### src/rtl/rom_download_ctrl.sv
// rom_download_ctrl: routes data_io download bytes through a 4-entry FIFO to
// SDRAM port 1 (CPU ROM), SDRAM port 2 (graphics ROM) or the palette RAM, and
// tracks download completion to drive the stretched core reset.
module rom_download_ctrl #(
   parameter logic [24:0] CPU_BASE   = 25'h10000,
   parameter logic [24:0] PAL_BASE   = 25'h20000,
   parameter int unsigned RESET_HOLD = 16
) (
   input  logic        clk_sys,
   input  logic        reset,
   input  logic        ioctl_download,
   input  logic        ioctl_wr,
   input  logic [24:0] ioctl_addr,
   input  logic [7:0]  ioctl_dout,
   input  logic        reset_req,
   output logic        port1_req,
   input  logic        port1_ack,
   output logic [22:0] port1_a,
   output logic [1:0]  port1_ds,
   output logic [15:0] port1_d,
   output logic        port2_req,
   input  logic        port2_ack,
   output logic [22:0] port2_a,
   output logic [1:0]  port2_ds,
   output logic [15:0] port2_d,
   output logic        pal_wr,
   output logic [4:0]  pal_addr,
   output logic [7:0]  pal_data,
   output logic        rom_loaded,
   output logic        core_reset,
   output logic        overflow,
   output logic        busy
);

   localparam int unsigned CW = $clog2(RESET_HOLD + 1);

   typedef enum logic [1:0] {S_IDLE, S_WAIT1, S_WAIT2} state_t;

   state_t      r_state, w_state_nxt;
   logic        r_wr_last;
   logic [32:0] r_fifo [4];
   logic [1:0]  r_wptr, r_rptr;
   logic [2:0]  r_count;
   logic        r_overflow;

   logic        r_p1_req, r_p2_req;
   logic [22:0] r_p1_a, r_p2_a;
   logic [1:0]  r_p1_ds, r_p2_ds;
   logic [15:0] r_p1_d, r_p2_d;
   logic        r_pal_wr;
   logic [4:0]  r_pal_addr;
   logic [7:0]  r_pal_data;

   logic        r_dl_last, r_dl_seen, r_loaded;
   logic [CW-1:0] r_hold;

   logic        w_push_req, w_push, w_pop, w_full, w_empty;
   logic [32:0] w_push_data, w_head;
   logic [24:0] w_addr, w_cpu_off, w_pal_off;
   logic [7:0]  w_data;
   logic        w_is_gfx, w_is_cpu, w_is_pal;
   logic        w_issue1, w_issue2, w_pal_wr;
   logic        w_raw_reset;

   assign w_push_req  = ioctl_download & ioctl_wr & ~r_wr_last;
   assign w_push_data = {ioctl_addr, ioctl_dout};
   assign w_full      = (r_count == 3'd4);
   assign w_empty     = (r_count == 3'd0);
   // A full FIFO still accepts a byte when the head leaves in the same cycle.
   assign w_push      = w_push_req & (~w_full | w_pop);

   assign w_head    = r_fifo[r_rptr];
   assign w_addr    = w_head[32:8];
   assign w_data    = w_head[7:0];
   assign w_cpu_off = w_addr - CPU_BASE;
   assign w_pal_off = w_addr - PAL_BASE;
   assign w_is_gfx  = (w_addr < 25'h10000);
   assign w_is_cpu  = (w_addr >= CPU_BASE) && (w_cpu_off < 25'h10000);
   assign w_is_pal  = (w_addr >= PAL_BASE) && (w_pal_off < 25'd32);

   // Rising-edge detector on the byte strobe
   always_ff @(posedge clk_sys) begin
      if (reset) r_wr_last <= 1'b0;
      else       r_wr_last <= ioctl_wr;
   end

   // FIFO storage; contents are only meaningful while the count covers them
   always_ff @(posedge clk_sys) begin
      if (w_push) r_fifo[r_wptr] <= w_push_data;
   end

   // FIFO pointers, occupancy and sticky overflow flag
   always_ff @(posedge clk_sys) begin
      if (reset) begin
         r_wptr     <= '0;
         r_rptr     <= '0;
         r_count    <= '0;
         r_overflow <= 1'b0;
      end else begin
         if (w_push) r_wptr <= r_wptr + 2'd1;
         if (w_pop)  r_rptr <= r_rptr + 2'd1;
         if (w_push && !w_pop)      r_count <= r_count + 3'd1;
         else if (!w_push && w_pop) r_count <= r_count - 3'd1;
         if (w_push_req && w_full && !w_pop) r_overflow <= 1'b1;
      end
   end

   // Issue state register
   always_ff @(posedge clk_sys) begin
      if (reset) r_state <= S_IDLE;
      else       r_state <= w_state_nxt;
   end

   // Head decode, issue decisions and pop timing
   always_comb begin
      w_state_nxt = r_state;
      w_pop       = 1'b0;
      w_issue1    = 1'b0;
      w_issue2    = 1'b0;
      w_pal_wr    = 1'b0;
      case (r_state)
         S_IDLE: begin
            if (!w_empty) begin
               if (w_is_gfx) begin
                  w_issue2    = 1'b1;
                  w_state_nxt = S_WAIT2;
               end else if (w_is_cpu) begin
                  w_issue1    = 1'b1;
                  w_state_nxt = S_WAIT1;
               end else if (w_is_pal) begin
                  w_pal_wr = 1'b1;
                  w_pop    = 1'b1;
               end else begin
                  w_pop = 1'b1;
               end
            end
         end
         S_WAIT1: begin
            if (port1_ack == r_p1_req) begin
               w_pop       = 1'b1;
               w_state_nxt = S_IDLE;
            end
         end
         S_WAIT2: begin
            if (port2_ack == r_p2_req) begin
               w_pop       = 1'b1;
               w_state_nxt = S_IDLE;
            end
         end
         default: w_state_nxt = S_IDLE;
      endcase
   end

   // SDRAM request registers and palette write port; values hold until the next issue
   always_ff @(posedge clk_sys) begin
      if (reset) begin
         r_p1_req   <= 1'b0;
         r_p1_a     <= '0;
         r_p1_ds    <= '0;
         r_p1_d     <= '0;
         r_p2_req   <= 1'b0;
         r_p2_a     <= '0;
         r_p2_ds    <= '0;
         r_p2_d     <= '0;
         r_pal_wr   <= 1'b0;
         r_pal_addr <= '0;
         r_pal_data <= '0;
      end else begin
         r_pal_wr <= w_pal_wr;
         if (w_pal_wr) begin
            r_pal_addr <= w_addr[4:0];
            r_pal_data <= w_data;
         end
         if (w_issue1) begin
            r_p1_req <= ~r_p1_req;
            r_p1_a   <= w_cpu_off[23:1];
            r_p1_ds  <= {w_cpu_off[0], ~w_cpu_off[0]};
            r_p1_d   <= {w_data, w_data};
         end
         if (w_issue2) begin
            // A13 becomes the byte select, so it is squeezed out of the word address.
            r_p2_req <= ~r_p2_req;
            r_p2_a   <= {w_addr[23:15], w_addr[14], w_addr[12:0]};
            r_p2_ds  <= {w_addr[13], ~w_addr[13]};
            r_p2_d   <= {w_data, w_data};
         end
      end
   end

   // Download completion tracking
   always_ff @(posedge clk_sys) begin
      if (reset) begin
         r_dl_last <= 1'b0;
         r_dl_seen <= 1'b0;
         r_loaded  <= 1'b0;
      end else begin
         r_dl_last <= ioctl_download;
         if (ioctl_download) r_dl_seen <= 1'b1;
         if (ioctl_download && !r_dl_last)
            r_loaded <= 1'b0;
         else if (!ioctl_download && w_empty && (r_state == S_IDLE) && r_dl_seen)
            r_loaded <= 1'b1;
      end
   end

   assign w_raw_reset = reset | reset_req | ~r_loaded | ioctl_download;

   // Core reset stretch counter, reloaded while any reset source is active
   always_ff @(posedge clk_sys) begin
      if (reset)                r_hold <= CW'(RESET_HOLD);
      else if (w_raw_reset)     r_hold <= CW'(RESET_HOLD);
      else if (r_hold != '0)    r_hold <= r_hold - CW'(1);
   end

   assign port1_req  = r_p1_req;
   assign port1_a    = r_p1_a;
   assign port1_ds   = r_p1_ds;
   assign port1_d    = r_p1_d;
   assign port2_req  = r_p2_req;
   assign port2_a    = r_p2_a;
   assign port2_ds   = r_p2_ds;
   assign port2_d    = r_p2_d;
   assign pal_wr     = r_pal_wr;
   assign pal_addr   = r_pal_addr;
   assign pal_data   = r_pal_data;
   assign rom_loaded = r_loaded;
   assign core_reset = w_raw_reset | (r_hold != '0);
   assign overflow   = r_overflow;
   assign busy       = ~w_empty | (r_state != S_IDLE);

endmodule
### config.mk
export PLATFORM = sky130hd
export DESIGN_NAME = rom_download_ctrl
export DESIGN_NICKNAME = d
export VERILOG_FILES = /design/src/rtl/rom_download_ctrl.sv
export SDC_FILE = /design/constraint.sdc
export NUM_CORES = 1
export LEC_CHECK = 0
export ABC_AREA = 1
export BUFFER_PORTS_ARGS = -buffer_cell sky130_fd_sc_hd__buf_4
export CORE_ASPECT_RATIO = 1.25
export CORE_MARGIN = 4
export CORE_UTILIZATION = 40
export DETAILED_ROUTE_END_ITERATION = 7
export PLACE_DENSITY = 0.67
export SLEW_MARGIN = 15
export SYNTH_ARGS = -nofsm -noshare
export SYNTH_HDL_FRONTEND = slang
export SYNTH_SLANG_ARGS = --single-unit
### constraint.sdc
create_clock -name clk_sys -period 6.18 [get_ports clk_sys]
set_clock_uncertainty 0.05 [all_clocks]
set_input_delay 1.236 -clock clk_sys [delete_from_list [all_inputs] [get_ports clk_sys]]
set_output_delay 1.236 -clock clk_sys [all_outputs]
set_load 0.02 [all_outputs]
## After elaboration in Yosys (flattened, before gate mapping)

Memories as Yosys holds them, arrays and structs flattened. A register that Yosys moved wholly into a read port is not among the register bits.
Index checks and enable logic that the tools add are counted.

- Flip-flop bits (word level): 117
- Bits in writable memories: 132
- Logic and storage cells: 112
- Memories kept: 1
- Bits of input ports: 40
- Output and inout bits: 102

Memory list:

| memory | words | width | rd ports | clocked after memory_dff | write ports | line | RTL |
|---|---|---|---|---|---|---|---|
| r_fifo | 4 | 33 | 1 | 1 | 1 | 41 | `logic [32:0] r_fifo [4];` |

- Bitwise operators: 17
- Equality and inequality tests: 9
- $add $sub $neg: 7
- $lt $le $gt $ge: 5
- Multiplexer cells: 30
- Reduce and logical (&&, ||, !) cells: 22

Operators with widths:

| kind | count |
|---|---|
| 25-bit by 17-bit < comparator with 1-bit output, second input constant | 2 |
| 25-bit by 17-bit >= comparator with 1-bit output, second input constant | 1 |
| 25-bit by 18-bit >= comparator with 1-bit output, second input constant | 1 |
| 25-bit by 6-bit < comparator with 1-bit output, second input constant | 1 |
| 25-bit by 17-bit subtractor with 25-bit output, second input constant | 1 |
| 25-bit by 18-bit subtractor with 25-bit output, second input constant | 1 |
| 1-bit two-way mux | 19 |
| 2-bit two-way mux | 7 |
| 1-bit logical AND | 10 |
| 1-bit NOT | 8 |
| 3-bit two-way mux | 2 |
| 2-bit inequality test, second input constant | 3 |
| 1-bit bitwise OR | 6 |
| 2-bit one-hot mux with 3 select lines | 1 |
| 5-bit nonzero test | 1 |
| 5-bit by 1-bit subtractor with 5-bit output, second input constant | 1 |
| 2-bit by 1-bit adder with 2-bit output, second input constant | 2 |
| 1-bit zero test | 4 |
| 4-bit AND reduction | 1 |
| 2-bit nonzero test | 2 |
| 2-bit OR reduction | 2 |
| 3-bit by 1-bit adder with 3-bit output, second input constant | 1 |
| 1-bit AND | 3 |
| 3-bit equality test, second input constant | 1 |
| other kinds (8) | 9 |

## Depth between registers and ports, before layout

Gate-level depths: netlist of run 1.

- Depth in word-level cells: 13
- Mapped depth: 25
- Depth with buffers taken out: 24

## Worst setup path before layout of run 1

OpenSTA, ideal clock, no wires.

- Kind: input to register
- From: input ioctl_download
- To: memory r_fifo[0][0] (enable)
- Stages on the path: 4
- Slack: 2.401 ns
- Path buffers: 0
- Arrival: 3.306 ns
- Path through: inv_1 > nor3_1 > nand2_1 > nor2_1

- Word-level cells in the longest chain between the ends: 5

Ends and longest elaborated chain:

| what | line | RTL |
|---|---|---|
| from (decl) | 11 | `input logic ioctl_download,` |
| 1-bit AND (2 in series) | 65 | `assign w_push_req = ioctl_download & ioctl_wr & ~r_wr_last;` |
| 1-bit AND | 70 | `assign w_push = w_push_req & (~w_full \| w_pop);` |
| 1-bit two-way mux | 89 | `if (w_push) r_fifo[r_wptr] <= w_push_data;` |
| 1-bit two-way mux (implied by the code) | 89 |  |
| to (decl) | 41 |  |

No other way between the ends.

==> results by stage, run 1 <==
Setup path:
- The terminus of the critical flop-to-flop path is r_count[1].
- The endpoint kind of the worst setup timing path is a flop.
- The worst register-to-register path has a depth of 21.
- The worst setup path is launched from a flop.
- Among the stages of the critical path, the cell type that occurs most often is nand2_1.
- In this run the worst setup path terminates at r_count[1].
- The library cell contributing the largest single delay on the critical path is dfxtp_4.
- Walking the worst path, the cells encountered are inv_2, buf_4, nand2_1, nand3_1, nand2_1, nand2_1, nor2_1, nand2_1, nand2_1, nand2_1, nor2_1, nand2_1, nand2_1, nand3_1, nand2_1, inv_1, ha_1, inv_1, fa_1, o21ai_0, a21oi_1.
- The maximum fanout along the worst path is 67.
- The combined buffer and inverter count along the critical path is 4.
- The critical path crosses 21 cells after its start point.
- For flop-to-flop paths, the worst setup slack is 1.96 ns.
- The kind of cell with the highest combined delay along the critical path is simple AND/OR/NAND/NOR gates.
- The worst setup path is of the flop to flop kind.
- For the worst setup path, the data required time is 6.52 ns.
- The peak per-stage delay on the critical path is 0.78 ns.
- The critical path data arrival time is 4.56 ns.

Global routing:
- Entering global routing, the biggest net connects 88 pins.
- The first global-routing pass estimated 32400 um of wire.
- The number of global-route vias before repair is between 6000 and 7000.
- The total global routing track utilization is 15.9%.
- The number of antenna violations at the first check in global routing was 2.
- The total overflow left after global routing is 0.

Worst hold path:
- The worst min-delay path startpoint is port1_a[20].
- The class of the tightest hold or removal check is flop to flop.

Floorplan:
- Pin placement for this block handled around 140 I/O pins.
- The die is 144 um wide.
- The effective utilization at floorplan is 40.5%.
- After floorplanning, the core was sized to cover approximately 23000 um2.
- In this run the core area contains 62 standard-cell rows.
- The vertical extent of the die is approximately 180 um.
- The floorplan die area is 25700 um2.

STA:
- Measured against its own limit, the worst slew margin works out to 44.0%.
- Setup repair after global routing left no endpoint under its margin.
- The total count of max-transition violations in the final report is 0.
- The worst path in the final design needs a cycle of 4.22 ns, including I/O delays and setup.
- At the pin with the least slew margin, the transition time is 0.839 ns.
- The final hold violation count is 0.
- Setup total negative slack on the finished layout was measured at 0 ns.
- The number of endpoints failing setup at the final stage is 0.
- The fraction of the cycle the final worst path needs is between 60% and 70%.
- Static timing analysis puts the maximum clock frequency at 237 MHz.

Routing:
- In the final routed layout, each cell accounts on average for 15.9 um.
- The post-route antenna net violation count is 0.
- Before antenna repair, the detailed router went through 6 iterations.
- The total routed wirelength is 20900 um.
- The post-route DRC violation count is 0.
- The average via count per standard cell is around 5.0.
- The final route contains 6526 vias.
- The detailed router's first-iteration violation count is approximately 430.

Finish:
- The signed area change from the synthesized netlist to the final layout is 20.6%.
- Fill cells in the final layout number 2063.
- The net total in the final layout is roughly 1100.
- The ratio of cells with drive above 1 in the final layout is 22.1%.

Placement:
- Buffers placed on the I/O ports in this run total 141.
- Routability-driven placement finished with a final weighted congestion of 0.839.
- After legalization and detailed placement, the total HPWL measured 13700 um.

CTS:
- Once the clock tree was built, the setup fixing pass inserted 0 buffers.
- The clock passes through at most 3 buffers.
- The number of levels the H-tree was split into is 1.
- TritonCTS built the clock tree.
- The clock sink count is 235.
- The number of clock buffers added by TritonCTS is 24.
- The cell at the root of the clock tree is clkbuf_16.
- After clock tree synthesis, the clock-pin slew on the worst setup and hold paths is roughly 0.06 ns.
- The clock reaches the later pin of the worst-skew pair after roughly 0.5 ns.
- Buffers inserted to repair hold after CTS numbered 0.
- Post-CTS repair changed the size of 0 cells.

Power and ir drop:
- The power consumption is between 4 and 5 mW.
- Registers are responsible for a little over two fifths of the overall power.
- The analysis attributes to cell leakage a power of 4.67 nW.
- The part of the total power dissipated in the clock network is 33.3%.
- Net switching is 31.9% of the power.
- Cell internal power was estimated by the tool at 2.81 mW.
- The analysis attributes to net switching a power of 1.32 mW.
- IR analysis of the VDD net gives a maximum drop of around 220 uV.
- The power density over cell area is approximately 370 nW/um2.
- The part of the total power dissipated in combinational logic is between 20% and 30%.

Yosys:
- The synthesized area per cell is 10.4 um2.
- Synthesis handed over a netlist of 894 instances.
- For this run, the number of Yosys warnings is 0.
- The register bit total from synthesis is 235.
- In the synthesized netlist the async set-or-reset flop fraction comes to 0%.
- In the synthesized netlist the dominant register cell turns out to be edfxtp_1.
- The number of synthesized flops with an enable pin is 132.
- The post-synthesis net count is ~940.
- The sequential element share of the synthesized area is between 60% and 70%.
- The post-synthesis instance area is roughly 9300 um2.
- The number of unique standard cell types used by synthesis is just over 40.

Outcome:
- The run finished with clean final reports.

Flow run:
- The max-cap check violation count is 0.
[worst min-delay path by stage]
| stage | end | slack, ns | cells after the start |
|---|---|---|---|
| detailed placement | port1_a[20] | 0.40 | 2 |
| floorplan | r_dl_seen | 0.39 | 2 |
| finish | port1_a[20] | 0.41 | 2 |
| global route | port1_a[15] | 0.43 | 2 |
| CTS | port1_a[20] | 0.41 | 2 |
| global placement | overflow | 0.39 | 2 |
[power groups by stage]
stage / clock (mW) / combinational (mW) / sequential (mW)
after floorplan: 0 / 0.736 / 1.78
final: 1.37 / 0.958 / 1.79
after global routing: 1.47 / 1.08 / 1.80
after CTS: 1.40 / 0.961 / 1.79
after global placement: 0 / 0.944 / 1.82
after detailed placement: 0 / 0.955 / 1.82
[through the flow]
step	area (um2)	hold slack [ns]	util, %	cells	worst slack [ns]
finish	11200	0.406	48.8	1318	1.96
global route	11200	0.426	48.8	1318	1.49
CTS	11200	0.409	48.8	1316	1.47
detailed placement	10400	0.400	45.5	1272	1.50
global placement	10400	0.388	45.5	1272	1.58
floorplan	9270	0.389	-	894	2.40
[cell families after synthesis]
kind of cell,synth area share [%]
XOR/XNOR,0.662
adder cells (fa/ha/maj),1.16
buffers and inverters,6.82
AO/OA/AOI/OAI,10.1
flip-flops,65.0
AND/OR/NAND/NOR,16.2
[cells in the mapped netlist, types with 6 or more instances]
cell	n	area (um2)
ha_1	7	87.6
buf_4	19	143
buf_2	13	65.1
o21ai_0	60	300
inv_1	64	240
nand2_1	145	544
nand2_2	7	43.8
nand3_1	46	230
nor3_1	10	50.1
a21oi_1	39	195
o21ai_1	22	110
a32oi_1	6	52.6
dfxtp_1	103	2060
a21oi_2	16	140
nor2_1	121	454
buf_6	7	78.8
and3_1	7	43.8
o22ai_1	13	81.3
edfxtp_1	132	3960
clkbuf_1	19	71.3
[layout make-up]
type,instances,area (um2),area share (%)
Antenna cell,2,5.00,0.0448
Clock buffer,36,687,6.15
Clock inverter,8,66.3,0.593
Inverter,70,267,2.38
Multi-Input combinational cell,529,2640,23.6
Sequential cell,235,6030,53.9
Tap cell,288,360,3.22
Timing Repair Buffer,150,1130,10.1
[flip-flops by register name (all words and copies together) (netlist names), 3 cells and up, named ones only]
signal,flops
port1_d,8
port2_d,8
r_fifo,132
r_hold,5
pal_addr,5
r_count,3
pal_data,8
port1_a,23
port2_a,23
[cell usage in the layout, fill, tap and decap left out, types with 25 or more instances in the layout]
cell and n:
nand2_1 145, nand3_1 46, a21oi_1 39, buf_4 150, nor2_1 117, o21ai_0 60
dfxtp_1 102, inv_1 63, clkbuf_16 25, edfxtp_1 132
[per-layer routing]
metal	GRT usage, %	share of wire, %	up-vias
met2	26.7	48	204
li1	-	-	3248
met5	0	0	-
met4	4.75	2.0	0
met1	21.2	44	3047
met3	2.55	6.4	27
[tightest hold or removal path, stage by stage (launching register included)]
cell     delay, ns
dfxtp_1       0.31
nand3_1       0.07
inv_1         0.04
Note: power is estimated with default switching activity, not from simulation.
==> run 2: changes to the inputs <==
--- a/config.mk
+++ b/config.mk
@@ -11,7 +11,7 @@
 export CORE_MARGIN = 4
 export CORE_UTILIZATION = 40
 export DETAILED_ROUTE_END_ITERATION = 7
-export PLACE_DENSITY = 0.67
+export PLACE_DENSITY = 0.69
 export SLEW_MARGIN = 15
 export SYNTH_ARGS = -nofsm -noshare
 export SYNTH_HDL_FRONTEND = slang
==> constraint.sdc (replaced) <==
create_clock -name clk_sys -period 3.7 [get_ports clk_sys]
set_clock_uncertainty 0.05 [all_clocks]
set_input_delay 0.74 -clock clk_sys [delete_from_list [all_inputs] [get_ports clk_sys]]
set_output_delay 0.74 -clock clk_sys [all_outputs]
set_load 0.02 [all_outputs]
==> run 2 against run 1 <==
  * Combinational power grew 77%
  * Final cell count grew 0.91%
  * Via count shrank 1.4%
  * Critical path type unchanged
  * Largest power group unchanged
  * Register-to-register slack lost 1.5 ns
  * Wire length grew 1.4%
  * Largest cell class unchanged
  * Setup slack lost 1.5 ns
  * Die area is the same
  * Non-clock buffer count grew 14
  * Global-route usage grew 0.20 points
  * Flip-flop and latch count is the same
  * Critical path depth grew 2
  * Power grew 75%
==> results by stage, run 2 (synthesized netlist as in run 1, its figures left out) <==
Outcome:
- Run status: finished clean (unchanged).

CTS:
- The cts-stage hold buffer count is 0 (unchanged).
- The number of buffers between clock root and the deepest sink is 3 (unchanged).
- The number of levels the H-tree was split into came to 1 (unchanged).
- The insertion delay to the later sink of the worst-skew pair is 0.51 ns (was 0.50 ns).
- The cell at the root of the clock tree is clkbuf_16 (unchanged).
- The TritonCTS clock tree is yes (unchanged).
- The CTS buffer count came to 24 (unchanged).
- The clock sink count was 235 (unchanged).
- The clock transition time at the flip-flop clock pins of the worst setup and hold paths came to 0.06 ns (about the same).

Setup path:
- The endpoint required time on the critical path is 4.08 ns (was 6.52 ns).
- The element type at the critical path start is a flop (unchanged).
- The critical path data arrival time is 3.64 ns (was 4.56 ns).
- The endpoint kind of the worst setup timing path was a flop (unchanged).
- The type of the setup path with the least slack is flop to flop (unchanged).
- The maximum fanout along the worst path is 17 (was 67).

Placement:
- The post-place setup slack is 0.298 ns (was 1.50 ns).
- The final weighted congestion in routability-driven placement is 0.821 (was 0.839).
- The post-detailed-placement half-perimeter wirelength is 14500 um (was 13700 um).
- The count of input and output buffers is 141 (unchanged).

Power and ir drop:
- The power density over cell area is 629 nW/um2 (was 369 nW/um2).
- The part of the total power dissipated in combinational logic is 23.6% (was 23.2%).
- The maximum vdd ir drop came to 353 uV (was 220 uV).
- The power consumption was 7.20 mW (was 4.12 mW).
- The switching power is 2.25 mW (was 1.32 mW).
- The part of the total power dissipated in the clock network is 35.7% (was 33.3%).
- The switching part of the total power is 31.3% (was 31.9%).
- The fraction of power consumed by sequential logic is 40.7% (was 43.4%).
- The leakage power was 4.81 nW (was 4.67 nW).
- The internal power contribution is 4.95 mW (was 2.81 mW).

Finish:
- The total inserted antenna cells came to 0 (was 2).
- The number of inserted filler cells in the final layout came to 2035 (was 2063).
- Most frequent cells in the layout: 160 x buf_4, 145 x nand2_1, 132 x edfxtp_1 (was 150 x buf_4, 145 x nand2_1, 132 x edfxtp_1).
- The most common cell after layout, fill and taps aside was buf_4 (unchanged).
- The largest register by flop count is r_fifo (unchanged).
- The ratio of cells with drive above 1 in the final layout is 24.2% (was 22.1%).
- The net total in the final layout was 1072 (was 1058).
- The signed area change from the synthesized netlist to the final layout is 23.6% (was 20.6%).
- The number of flip-flops under the largest register name is 132 (unchanged).

Floorplan:
- The effective utilization at floorplan is 40.5% (unchanged).
- The floorplan row count came to 62 (unchanged).
- The vertical extent of the die is 178 um (unchanged).
- The I/O pin total is 142 (unchanged).
- The die boundary width was 144 um (unchanged).
- The floorplan die area was 25700 um2 (unchanged).
- The area of the placeable core is 22900 um2 (unchanged).

Global routing:
- The number of antenna violations at the first check in global routing is 0 (was 2).
- The largest net degree at the start of global routing is 88 (unchanged).
- The global-route wire length before repair is 32700 um (was 32400 um).
- The residual overflow from global routing came to 0 (unchanged).
- The number of global-route vias before repair came to 6165 (was 6227).
- The total global routing track utilization is 16.1% (was 15.9%).

STA:
- The fmax was 307 MHz (was 237 MHz).
- Unrepaired setup endpoints after global routing: false (unchanged).
- The fraction of the cycle the final worst path needs is 88.0% (was 68.2%).
- The total count of max-transition violations in the final report is 0 (unchanged).
- The worst-case setup margin in the final layout was 0.444 ns (was 1.96 ns).
- The max-slew headroom at the worst pin is 43.2% (was 44.0%).
- The number of endpoints failing setup at the final stage was 0 (unchanged).
- The final hold violation count is 0 (unchanged).
- The transition at the pin with the smallest max-transition slack is 0.851 ns (was 0.839 ns).
- The final critical delay including setup and external delays is 3.26 ns (was 4.22 ns).

Routing:
- The routed wirelength normalized by instance count was 16.0 um (was 15.9 um).
- The post-route antenna net violation count is 0 (unchanged).
- The count of TritonRoute iterations in the first routing pass is 4 (was 6).
- The detailed router's first-iteration violation count is 302 (was 426).
- The total routed wirelength is 21200 um (was 20900 um).
- The post-route DRC violation count was 0 (unchanged).
- The total vias in the final route is 6437 (was 6526).
- The average via count per standard cell is 4.84 (was 4.95).

Worst hold path:
- The worst min-delay path startpoint was ioctl_addr[6] (was port1_a[20]).
- The class of the tightest hold or removal check is primary input to flop (was flop to flop).

Flow run:
- The max-cap check violation count is 0 (unchanged).
## run 2: changes by cell type in the layout (fill, tap and decap cells not counted), sizes merged
cell | previous run | this run
clkbuf | 36 | 31
inv | 69 | 71
buf | 150 | 164
bufinv | 1 | 2
diode | 2 | 0
clkinvlp | 0 | 2
## run 2: what timing repair did
action / in CTS / in global routing
endpoints found under the setup margin: 0 / 2
setup buffers: 0 / 0
resized for setup: 0 / 2
## run 2: layout make-up
type | instances | area (um2) | area share [%]
Sequential cell | 235 | 6030 | 52.7
Timing Repair Buffer | 164 | 1270 | 11.1
Tap cell | 288 | 360 | 3.15
Clock buffer | 31 | 742 | 6.48
Inverter | 70 | 267 | 2.33
Clock inverter | 13 | 139 | 1.21
Multi-Input combinational cell | 529 | 2640 | 23.0
## run 2: layer usage
metal  up-vias  track usage [%]  part of all wire (%)
met5         -                0                     0
met4         0             4.67                   2.1
met3        26             2.63                   6.7
met2       165             27.6                    49
met1      2976             21.1                    42
li1       3270                -                     -
## run 2: power groups by stage
stage	sequential (mW)	combinational, mW	clock, mW
floorplan	2.97	1.23	0
global placement	2.98	1.67	0
detailed placement	2.98	1.70	0
CTS	2.93	1.71	2.63
global route	2.95	1.91	2.74
finish	2.93	1.70	2.58
## run 2: critical path, cell delays in order, from the launching register on
cell,delay [ns]
dfxtp_4,0.46
inv_2,0.13
nand2_1,0.08
nand3_1,0.09
nand2_2,0.15
ha_1,0.21
nand3_1,0.12
o21ai_0,0.18
nand2_1,0.07
nand2_1,0.08
nor2_1,0.05
nand2_1,0.07
nand2_1,0.08
nand3_1,0.16
nand2_1,0.09
inv_1,0.06
ha_1,0.13
inv_1,0.06
fa_1,0.38
nor2_1,0.11
nor2_1,0.05
nand2_1,0.07
o21ai_0,0.07
a21oi_1,0.16
## run 2: stage by stage
step / instances / utilization [%] / TNS [ns] / hold slack, ns / cell area, um2
after floorplan: 894 / - / -0.231 / 0.389 / 9270
after detailed placement: 1286 / 46.1 / 0 / 0.399 / 10600
after global routing: 1330 / 50.0 / 0 / 0.357 / 11400
final: 1330 / 50.0 / 0 / 0.379 / 11400
after global placement: 1286 / 46.1 / 0 / 0.392 / 10600
after CTS: 1330 / 50.0 / 0 / 0.362 / 11400
## run 2: path summary, 6_finish.rpt
path,endpoint,slack (ns),depth (start not counted)
worst max-delay path,r_count[2],0.44,23
worst min-delay path,r_fifo[2][14],0.38,1
worst max register to register,r_count[2],0.44,23
worst min register to register,port1_a[18],0.40,2
==> run 3: changes to the inputs <==
--- a/config.mk
+++ b/config.mk
@@ -9,9 +9,9 @@
 export BUFFER_PORTS_ARGS = -buffer_cell sky130_fd_sc_hd__buf_4
 export CORE_ASPECT_RATIO = 1.25
 export CORE_MARGIN = 4
-export CORE_UTILIZATION = 40
+export CORE_UTILIZATION = 51
 export DETAILED_ROUTE_END_ITERATION = 7
-export PLACE_DENSITY = 0.69
+export PLACE_DENSITY = 0.83
 export SLEW_MARGIN = 15
 export SYNTH_ARGS = -nofsm -noshare
 export SYNTH_HDL_FRONTEND = slang
==> run 3 against run 2 <==
  * Critical path type unchanged
  * Power fell by 1.7%
  * Largest power group unchanged
  * Critical endpoint unchanged
  * Setup slack worse by 0.023 ns
  * Clock power is 5% lower
  * Critical path depth did not move
  * Design area is 1.5% lower
==> results by stage, run 3 (synthesized netlist as in run 1, its figures left out) <==
Outcome:
- Run status: finished clean (unchanged).

Setup path:
- The element type at the critical path start is a flop (unchanged).
- The library cell contributing the largest single delay on the critical path was dfxtp_4 (unchanged).
- The combined buffer and inverter count along the critical path is 3 (unchanged).
- The endpoint required time on the critical path came to 4.09 ns (was 4.08 ns).
- The peak per-stage delay on the critical path is 0.48 ns (was 0.46 ns).
- The type of the setup path with the least slack is flop to flop (unchanged).
- Crit-path cells: inv_4, nand2_1, nand3_1, nand2_2, ha_1, nand3_1, o21ai_0, nand2_1, nand2_1, nor2_1, nand2_1, nand2_1, nand3_1, nand2_1, inv_1, ha_1, inv_1, fa_1, nor2_1, nor2_1, nand2_1, o21ai_0, a21oi_1 (was inv_2, nand2_1, nand3_1, nand2_2, ha_1, nand3_1, o21ai_0, nand2_1, nand2_1, nor2_1, nand2_1, nand2_1, nand3_1, nand2_1, inv_1, ha_1, inv_1, fa_1, nor2_1, nor2_1, nand2_1, o21ai_0, a21oi_1).
- The endpoint kind of the worst setup timing path is a flop (unchanged).
- The critical path data arrival time is 3.67 ns (was 3.64 ns).
- The maximum fanout along the worst path is 20 (was 17).
- The kind of cell with the highest combined delay on the critical path is simple AND/OR/NAND/NOR gates (unchanged).
- The critical path's most frequent cell was nand2_1 (unchanged).

Finish:
- The number of flip-flops under the largest register name is 132 (unchanged).
- The net total in the final layout was 1065 (was 1072).
- The most common cell after layout, fill and taps aside is buf_4 (unchanged).
- The largest register by flop count is r_fifo (unchanged).
- The flip-flop and latch area is 6030 um2 (about the same).
- The signed area change from the synthesized netlist to the final layout is 21.7% (was 23.6%).
- The number of standard cells in the final layout excluding fillers is 1260 (was 1330).
- Most frequent cells in the layout: 152 x buf_4, 145 x nand2_1, 132 x edfxtp_1 (was 160 x buf_4, 145 x nand2_1, 132 x edfxtp_1).
- The ratio of cells with drive above 1 in the final layout is 23.0% (was 24.2%).
- The footprint of the multi-input gates is 2640 um2 (unchanged).
- The number of inserted filler cells in the final layout was 1345 (was 2035).

Routing:
- The total vias in the final route came to 6706 (was 6437).
- The routed wirelength normalized by instance count is 17.0 um (was 16.0 um).
- The count of TritonRoute iterations in the first routing pass is 5 (was 4).
- The post-route DRC violation count came to 0 (unchanged).
- The total routed wirelength is 21500 um (was 21200 um).
- The detailed router's first-iteration violation count is 484 (was 302).
- The average via count per standard cell is 5.32 (was 4.84).
- The post-route antenna net violation count was 0 (unchanged).

Power and ir drop:
- The fraction of power consumed by sequential logic is 41.6% (was 40.7%).
- The switching power was 2.24 mW (was 2.25 mW).
- The part of the total power dissipated in combinational logic is 24.0% (was 23.6%).
- The power density over cell area was 628 nW/um2 (was 629 nW/um2).
- The part of the total power dissipated in the clock network is 34.4% (was 35.7%).
- The switching part of the total power is 31.6% (was 31.3%).
- The maximum vdd ir drop was 388 uV (was 353 uV).
- The power consumption is 7.08 mW (was 7.20 mW).
- The leakage power came to 4.75 nW (was 4.81 nW).
- The internal power contribution is 4.85 mW (was 4.95 mW).

CTS:
- The CTS buffer count is 24 (unchanged).
- The clock sink count is 235 (unchanged).
- The number of buffers between clock root and the deepest sink is 3 (unchanged).
- The cell at the root of the clock tree was clkbuf_16 (unchanged).
- The TritonCTS clock tree is yes (unchanged).
- The number of gates resized after CTS is 0 (unchanged).
- The number of levels the H-tree was split into is 1 (unchanged).
- The insertion delay to the later sink of the worst-skew pair came to 0.51 ns (about the same).
- The post-CTS setup buffer count is 0 (unchanged).
- The cts-stage hold buffer count came to 0 (unchanged).
- The clock transition time at the flip-flop clock pins of the worst setup and hold paths came to 0.07 ns (was 0.06 ns).

STA:
- The transition at the pin with the smallest max-transition slack was 0.805 ns (was 0.851 ns).
- Unrepaired setup endpoints after global routing: false (unchanged).
- The fmax is 305 MHz (was 307 MHz).
- The final worst hold slack is 0.380 ns (was 0.379 ns).
- The fraction of the cycle the final worst path needs is 88.6% (was 88.0%).
- The max-slew headroom at the worst pin is 46.4% (was 43.2%).
- The number of endpoints failing setup at the final stage was 0 (unchanged).
- The total count of max-transition violations in the final report is 0 (unchanged).
- The worst-case setup margin in the final layout was 0.421 ns (was 0.444 ns).
- The final critical delay including setup and external delays is 3.28 ns (was 3.26 ns).
- The final hold violation count was 0 (unchanged).

Global routing:
- The largest net degree at the start of global routing is 88 (unchanged).
- The number of antenna violations at the first check in global routing is 0 (unchanged).
- The number of global-route vias before repair is 6351 (was 6165).
- The residual overflow from global routing is 0 (unchanged).
- The global-route wire length before repair is 33100 um (was 32700 um).
- The total global routing track utilization came to 20.5% (was 16.1%).

Floorplan:
- The effective utilization at floorplan came to 52.5% (was 40.5%).
- The I/O pin total is 142 (unchanged).
- The floorplan row count is 54 (was 62).
- The vertical extent of the die is 159 um (was 178 um).
- The floorplan die area is 20400 um2 (was 25700 um2).
- The die boundary width is 129 um (was 144 um).
- The area of the placeable core came to 17600 um2 (was 22900 um2).

Placement:
- The cell total after placement came to 1215 (was 1286).
- The count of input and output buffers is 141 (unchanged).
- The post-place setup slack is 0.307 ns (was 0.298 ns).
- The final weighted congestion in routability-driven placement is 0.829 (was 0.821).
- The post-detailed-placement half-perimeter wirelength is 14300 um (was 14500 um).

Worst hold path:
- The class of the tightest hold or removal check is primary input to flop (unchanged).

Flow run:
- The max-cap check violation count is 0 (unchanged).
-- run 3: changes by cell type in the layout (fill, tap and decap cells not counted), sizes merged --
| cell | before | now |
|---|---|---|
| clkinv | 8 | 6 |
| buf | 164 | 157 |
| clkbuf | 31 | 36 |
| clkinvlp | 2 | 0 |
| diode | 0 | 1 |
| inv | 71 | 70 |
-- run 3: path summary, 6_finish.rpt --
path                                endpoint  cells after the start     startpoint  slack (ns)
worst max-delay path              r_count[2]                     23           flop        0.42
worst min-delay path            r_fifo[2][0]                      1  ioctl_dout[0]        0.38
worst max register to register    r_count[2]                     23           flop        0.42
worst min register to register   port1_a[19]                      2    port1_a[19]        0.41
-- run 3: metrics by stage --
| stage | utilization [%] | TNS, ns | area, um2 |
|---|---|---|---|
| floorplan | - | -0.231 | 9270 |
| global placement | 59.3 | 0 | 10500 |
| detailed placement | 59.3 | 0 | 10500 |
| CTS | 63.9 | 0 | 11300 |
| global route | 63.9 | 0 | 11300 |
| finish | 64.0 | 0 | 11300 |
-- run 3: area by class of cell --
cell class | instances | share of cell area (%)
multi-input cells | 529 | 23.4
clock buffers | 36 | 6.37
repair buffers | 157 | 11.0
well taps | 224 | 2.49
clock inverters | 8 | 0.876
diodes | 1 | 0.0222
flip-flops and latches | 235 | 53.5
inverters | 70 | 2.39
-- run 3: routing by layer --
layer / vias to the layer above / track usage (%) / part of all wire [%]
li1: 3249 / - / -
met1: 3161 / 27.0 / 41
met2: 260 / 35.3 / 50
met3: 36 / 2.42 / 7.0
met4: 0 / 6.90 / 2.1
met5: - / 0 / 0
-- run 3: power groups by stage --
stage	logic, mW	registers [mW]	clock network, mW
finish	1.70	2.95	2.44
global placement	1.62	2.99	0
CTS	1.68	2.94	2.49
floorplan	1.23	2.97	0
detailed placement	1.67	2.99	0
global route	1.88	2.96	2.60
